## src/rtl/datapath_control_unit.sv

```systemverilog
// Hardwired Moore sequencer for the DataPath: fetch, decode and execute strobes plus memory handshake.
// Optional build macro SINGLE_STEP_EN: hold in T0 until a step pulse, then run one instruction.
module datapath_control_unit #(
    parameter int         MEM_WAIT_MAX = 16,
    parameter int         CNT_W        = 32,
    parameter logic [4:0] OP_ADD       = 5'b00011
) (
    input  logic             clock,
    input  logic             reset,
    input  logic [31:0]      IR,
    input  logic             mem_ready,
    input  logic             step,
    output logic [15:0]      ctrl,
    output logic [2:0]       reg_sel,
    output logic [4:0]       alu_op,
    output logic             run,
    output logic [1:0]       fault_code,
    output logic [CNT_W-1:0] instr_count
);
    typedef enum logic [3:0] {
        S_RST = 4'd0, S_T0 = 4'd1, S_T1 = 4'd2, S_T2 = 4'd3, S_T3 = 4'd4, S_T4 = 4'd5,
        S_T5 = 4'd6, S_T6 = 4'd7, S_T7 = 4'd8, S_HALT = 4'd9, S_TRAP = 4'd10
    } state_t;

    localparam int WCW = (MEM_WAIT_MAX > 1) ? $clog2(MEM_WAIT_MAX) : 1;
    localparam logic [WCW-1:0] WAIT_LAST = WCW'(MEM_WAIT_MAX - 1);

    localparam logic [15:0] PCOUT  = 16'h0001, PCIN   = 16'h0002, INCPC  = 16'h0004, MARIN = 16'h0008;
    localparam logic [15:0] MDRIN  = 16'h0010, MDROUT = 16'h0020, READ   = 16'h0040, WRITE = 16'h0080;
    localparam logic [15:0] IRIN   = 16'h0100, YIN    = 16'h0200, ZIN    = 16'h0400, ZLOOUT = 16'h0800;
    localparam logic [15:0] COUT   = 16'h1000, RIN    = 16'h2000, ROUT   = 16'h4000, BAOUT = 16'h8000;
    localparam logic [2:0]  GRA = 3'b100, GRB = 3'b010, GRC = 3'b001;
    localparam logic [4:0]  OPC_LD = 5'd0, OPC_ST = 5'd2, OPC_NOP = 5'd26, OPC_HALT = 5'd27;

    function automatic logic op_is_r(input logic [4:0] op);
        return (op >= 5'd3) && (op <= 5'd11);
    endfunction

    function automatic logic op_is_i(input logic [4:0] op);
        return (op >= 5'd12) && (op <= 5'd14);
    endfunction

    function automatic logic op_is_mem(input logic [4:0] op);
        return op <= 5'd2;
    endfunction

    function automatic logic op_is_ldst(input logic [4:0] op);
        return (op == OPC_LD) || (op == OPC_ST);
    endfunction

    // Strobe pattern of a state, packed as {alu_op, reg_sel, ctrl}.
    function automatic logic [23:0] decode(input state_t s, input logic [4:0] op, input logic armed);
        logic [15:0] c;
        logic [2:0]  g;
        logic [4:0]  a;
        c = 16'h0000;
        g = 3'b000;
        a = 5'b00000;
        case (s)
            S_T0: begin
                if (armed) c = PCOUT | MARIN | INCPC | ZIN;
                else       c = 16'h0000;
            end
            S_T1: c = ZLOOUT | PCIN | READ | MDRIN;
            S_T2: c = MDROUT | IRIN;
            S_T3: begin
                g = GRB;
                c = YIN | (op_is_mem(op) ? BAOUT : ROUT);
            end
            S_T4: begin
                if (op_is_r(op)) begin
                    g = GRC; c = ROUT | ZIN; a = op;
                end else if (op_is_i(op)) begin
                    c = COUT | ZIN; a = op;
                end else begin
                    c = COUT | ZIN; a = OP_ADD;
                end
            end
            S_T5: begin
                if (op_is_ldst(op)) begin
                    c = ZLOOUT | MARIN;
                end else begin
                    c = ZLOOUT | RIN; g = GRA;
                end
            end
            S_T6: begin
                if (op == OPC_LD) begin
                    c = READ | MDRIN;
                end else begin
                    c = ROUT | MDRIN; g = GRA;
                end
            end
            S_T7: begin
                if (op == OPC_LD) begin
                    c = MDROUT | RIN; g = GRA;
                end else begin
                    c = WRITE;
                end
            end
            default: c = 16'h0000;
        endcase
        return {a, g, c};
    endfunction

    state_t             state_r, next_state_s;
    logic [WCW-1:0]     wait_cnt_r, wait_cnt_next_s;
    logic [1:0]         fault_r, fault_next_s;
    logic [CNT_W-1:0]   count_r;
    logic [15:0]        ctrl_r;
    logic [2:0]         reg_sel_r;
    logic [4:0]         alu_r;
    logic               run_r, retire_s, wait_s, armed_s, armed_next_s, unused_s;
    logic [4:0]         op_s;

    assign op_s = IR[31:27];

`ifdef SINGLE_STEP_EN
    logic armed_r;
    assign armed_s      = armed_r;
    assign armed_next_s = (state_r == S_T0) && (next_state_s == S_T0) && step;
    assign unused_s     = ^IR[26:0];
`else
    assign armed_s      = 1'b1;
    assign armed_next_s = 1'b1;
    assign unused_s     = ^{step, IR[26:0]};
`endif

    assign wait_s = (state_r == S_T1) || ((state_r == S_T6) && (op_s == OPC_LD))
                  || ((state_r == S_T7) && (op_s == OPC_ST));

    // Next-state, retire and fault decision; wait states override the nominal transition.
    always_comb begin
        next_state_s    = state_r;
        wait_cnt_next_s = '0;
        fault_next_s    = fault_r;
        retire_s        = 1'b0;
        case (state_r)
            S_RST: next_state_s = S_T0;
            S_T0: begin
                if (armed_s) next_state_s = S_T1;
                else         next_state_s = S_T0;
            end
            S_T1: next_state_s = S_T2;
            S_T2: begin
                if (op_is_r(op_s) || op_is_i(op_s) || op_is_mem(op_s)) begin
                    next_state_s = S_T3;
                end else if (op_s == OPC_NOP) begin
                    next_state_s = S_T0; retire_s = 1'b1;
                end else if (op_s == OPC_HALT) begin
                    next_state_s = S_HALT; retire_s = 1'b1;
                end else begin
                    next_state_s = S_TRAP; fault_next_s = 2'b01;
                end
            end
            S_T3: next_state_s = S_T4;
            S_T4: next_state_s = S_T5;
            S_T5: begin
                if (op_is_ldst(op_s)) begin
                    next_state_s = S_T6;
                end else begin
                    next_state_s = S_T0; retire_s = 1'b1;
                end
            end
            S_T6: next_state_s = S_T7;
            S_T7: begin
                next_state_s = S_T0; retire_s = 1'b1;
            end
            S_HALT: next_state_s = S_HALT;
            S_TRAP: next_state_s = S_TRAP;
            default: next_state_s = S_RST;
        endcase
        if (wait_s && !mem_ready) begin
            retire_s = 1'b0;
            if (wait_cnt_r == WAIT_LAST) begin
                next_state_s = S_TRAP; fault_next_s = 2'b10;
            end else begin
                next_state_s    = state_r;
                wait_cnt_next_s = wait_cnt_r + WCW'(1);
            end
        end else begin
            wait_cnt_next_s = '0;
        end
    end

    // State, counters and registered strobes for the state being entered.
    always_ff @(posedge clock) begin
        if (reset) begin
            state_r    <= S_RST;
            wait_cnt_r <= '0;
            fault_r    <= 2'b00;
            count_r    <= '0;
            ctrl_r     <= 16'h0000;
            reg_sel_r  <= 3'b000;
            alu_r      <= 5'b00000;
            run_r      <= 1'b0;
`ifdef SINGLE_STEP_EN
            armed_r    <= 1'b0;
`endif
        end else begin
            state_r    <= next_state_s;
            wait_cnt_r <= wait_cnt_next_s;
            fault_r    <= fault_next_s;
            count_r    <= retire_s ? count_r + CNT_W'(1) : count_r;
            {alu_r, reg_sel_r, ctrl_r} <= decode(next_state_s, op_s, armed_next_s);
            run_r      <= !((next_state_s == S_RST) || (next_state_s == S_HALT) || (next_state_s == S_TRAP));
`ifdef SINGLE_STEP_EN
            armed_r    <= armed_next_s;
`endif
        end
    end

    // PCin must only fire in the T1 cycle where memory actually completes.
    assign ctrl        = {ctrl_r[15:2], ctrl_r[1] & mem_ready, ctrl_r[0]};
    assign reg_sel     = reg_sel_r;
    assign alu_op      = alu_r;
    assign run         = run_r;
    assign fault_code  = fault_r;
    assign instr_count = count_r;
endmodule

```

## config.mk

```make
export PLATFORM = sky130hd
export DESIGN_NAME = datapath_control_unit
export DESIGN_NICKNAME = d
export VERILOG_FILES = /design/src/rtl/datapath_control_unit.sv
export SDC_FILE = /design/constraint.sdc
export NUM_CORES = 1
export LEC_CHECK = 0
export CELL_PAD_IN_SITES_DETAIL_PLACEMENT = 1
export CELL_PAD_IN_SITES_GLOBAL_PLACEMENT = 1
export CORE_MARGIN = 8
export CORE_UTILIZATION = 31
export CTS_BUF_LIST = sky130_fd_sc_hd__clkbuf_16
export DETAILED_ROUTE_END_ITERATION = 10
export GPL_ROUTABILITY_DRIVEN = 0
export PLACE_DENSITY_LB_ADDON = 0.1
export SLEW_MARGIN = 20
export SYNTH_ARGS = -nofsm -noshare
export SYNTH_HDL_FRONTEND = slang
export SYNTH_SLANG_ARGS = --single-unit
export TNS_END_PERCENT = 10
```

## constraint.sdc

```tcl
create_clock -name clock -period 2.5 [get_ports clock]
set_clock_uncertainty 0.2 [all_clocks]
set_input_delay 0.625 -clock clock [delete_from_list [all_inputs] [get_ports clock]]
set_output_delay 0.625 -clock clock [all_outputs]
set_load 0.01 [all_outputs]
```

==> results.py <==
metrics = {
    "outcome": {
        "outcome": "finished, final reports clean",
    },
    "floorplan": {
        "start_util": 0.316,
        "dieArea_um2": 13900,
        "core_area_um2": 10200,
        "num_rows": 37,
        "pin_count": 95,
        "chipHeight_um": 118,
        "die_x_um": 118,
    },
    "synthesis": {
        "synth_top_family_by_area": "simple AND/OR/NAND/NOR gates",
        "synth_fp_nets": 415,
        "synth_warnings": 0,
        "syn-cell-area_um2": 3210,
        "synthSimpleGateAreaFrac": 0.306,
        "synth_area_leaders": "dfxtp_1 (41%), a21oi_1 (5.1%), or3_1 (3.9%)",
        "synth-xor-area-share": 0.0245,
        "seq_area_frac_synth": 0.411,
        "synth_top_flop_cell": "dfxtp_1",
        "synth_adder_area_share": 0.00779,
        "ys_ff_latch": 66,
        "synth-compound-area-share": 0.170,
        "synthMuxAreaShare": 0.00311,
        "syn_inst": 377,
        "synthTopCellsByCount": "dfxtp_1 (66), a21oi_1 (33), nor2_1 (25)",
        "synth_most_common_cell": "dfxtp_1",
        "synth_edf_count": 0,
        "syn_area_per_cell_um2": 8.53,
        "synth-async-reset-ratio": 0,
        "synthDistinctLibCells": 64,
        "yosysTopAreaCell": "dfxtp_1",
        "yosys.area.top_type_share": 0.411,
    },
    "cells_and_area": {
        "drive_above_1_share": 0.201,
        "nets": 516,
        "fill_cells": 1203,
        "antennaDiodeCount": 0,
        "area_growth_pct": 43.1,
    },
    "place": {
        "port_buffers": 66,
        "dp.final_hpwl_um": 7010,
    },
    "pwr": {
        "clock_power_share": 0.423,
        "pwr-share-seq": 0.400,
        "totalPowerFinal_uw": 2800,
        "p_comb_frac": 0.178,
        "p_switching_uw": 703,
        "p_per_area_nw_per_um2": 609,
        "internal-power_uw": 2100,
        "swShare": 0.251,
        "max-vdd-ir-drop_mv": 0.356,
        "p_leak_uw": 0.00170,
    },
    "cts": {
        "cts_tree": "done",
        "ctsHoldBuffers": 0,
        "numCtsBuffers": 9,
        "max-clock-path-buffers": 2,
        "clockRootBuffer": "clkbuf_16",
        "clkTransAtPathRegs_ns": 0.05,
        "htreeDepth": 3,
        "clkLatencyLatePin_ns": 0.33,
        "clkSinkCount": 66,
    },
    "critical_path": {
        "worstSetupPathType": "input port to output port",
        "cp.buffers_inverters": 2,
        "worst-path-max-fanout": 4,
        "slowest_stage": "clkdlybuf4s50_1",
        "crit_arrival_ns": 1.62,
        "critPathLaunchType": "input port",
        "rrSetupSlack_ns": 0.17,
        "crit_path_end_kind": "output port",
        "cp_data_required_time_ns": 1.67,
        "crit_family": "buffers and inverters",
        "cp_cell_sequence": "dlygate4sd2_1, and2_1, clkdlybuf4s50_1",
        "slowest_delay_ns": 0.53,
    },
    "sta": {
        "hold_viol_final": 0,
        "grt_setup_unrepaired": "yes",
        "finalCritPeriodShare": 0.976,
        "timing.hold.ws_ns": 0.243,
        "setup_viol": 0,
        "slew_violations": 0,
        "clock.fmax_ghz": 0.410,
        "final.setup.tns_ns": 0,
        "fin_crit_ns": 2.44,
    },
    "route": {
        "viasPerCell": 5.04,
        "drc_errors": 0,
        "routedWlPerCell_um": 15.2,
        "drt_wl_total_um": 9420,
        "drtAntennaViolNets": 0,
        "vias": 3113,
        "drt_iter0_markers": 68,
        "drtPass1Iterations": 4,
    },
    "global_routing": {
        "grt_overflow_total": 0,
        "grt_pass1_vias": 3287,
        "grt_antenna_before_repair": 0,
        "track_usage": 0.140,
        "grt_max_degree": 30,
        "grt_pass1_wl_um": 16100,
    },
    "flow_run": {
        "drv_cap": 0,
    },
    "hold_path": {
        "hold_path_class": "register to register",
    },
}
## through the flow
| stage | worst slack [ns] | cell area (um^2) | std cells | utilization |
|---|---|---|---|---|
| final | 0.0593 | 4600 | 618 | 0.452 |
| after global routing | -0.0225 | 4600 | 618 | 0.452 |
| after CTS | 0.00378 | 4560 | 615 | 0.447 |
| after detailed placement | -0.638 | 4260 | 600 | 0.418 |
| after global placement | -0.579 | 4260 | 600 | 0.418 |
| after floorplan | -0.222 | 3220 | 377 | - |
## registers in the layout (all words and copies together), names as in the netlist
signal       cells
run              1
fault_code       2
state_r          4
alu_op           5
instr_count     32
reg_sel          3
ctrl_r          15
wait_cnt_r       4
## final cells by class
cell class,instances,area (um^2),area share
flip-flops and latches,66,1320,0.287
repair buffers,124,1100,0.239
multi-input cells,266,1690,0.367
inverters,11,41.3,0.00897
well taps,136,170,0.0370
clock buffers,9,225,0.0490
clock inverters,6,51.3,0.0112
## power groups by stage
| stage | registers, uW | logic, uW | clock network, uW |
|---|---|---|---|
| 6_report | 1120 | 497 | 1180 |
| 5_1_grt | 1120 | 545 | 1280 |
| 4_1_cts | 1120 | 491 | 1230 |
| 3_5_place_dp | 1140 | 483 | 0 |
| 3_3_place_gp | 1140 | 477 | 0 |
| 2_1_floorplan | 1140 | 287 | 0 |
## cells by family after synthesis
kind of cell,after synthesis
mux,1
simple gates,167
buf+inv,45
flops,66
other cells,1
xor+xnor,9
fa+ha+maj,2
compound gates,86
## path summary, 6_finish.rpt
check / endpoint / cells after the start / startpoint
worst max-delay path: ctrl[1] / 3 / mem_ready
worst max register to register: instr_count[22] / 7 / state_r[3]
worst min-delay path: wait_cnt_r[0] / 1 / wait_cnt_r[0]
worst min register to register: wait_cnt_r[0] / 1 / wait_cnt_r[0]
## metal layers
| metal | GRT usage | wire length (um) | up-vias |
|---|---|---|---|
| met3 | 0.0470 | 427 | 11 |
| met4 | 0.0552 | 159 | 0 |
| met1 | 0.162 | 4210 | 1497 |
| met2 | 0.235 | 4620 | 50 |
| li1 | - | - | 1555 |
| met5 | 0 | 0 | - |
## repair_timing
item                                    CTS  global route
pin swaps                                 8             3
endpoints found under the setup margin   49            16
gates resized for setup                  13             9
setup buffers                             0             3
## cells in the final DEF, fill, tap and decap left out, types with 8 or more instances in the layout
master	synthesis	layout
nor3_1	18	16
nand4_1	13	13
buf_4	15	56
or4_1	8	8
dfxtp_1	66	65
clkdlybuf4s50_1	0	59
o21ai_0	20	19
nand2_1	20	20
inv_1	11	13
or3_1	20	20
nand3_1	15	14
clkbuf_16	0	9
a21oi_1	33	31
nor2_1	25	25
No activity file was read; power rests on OpenSTA's default activity.
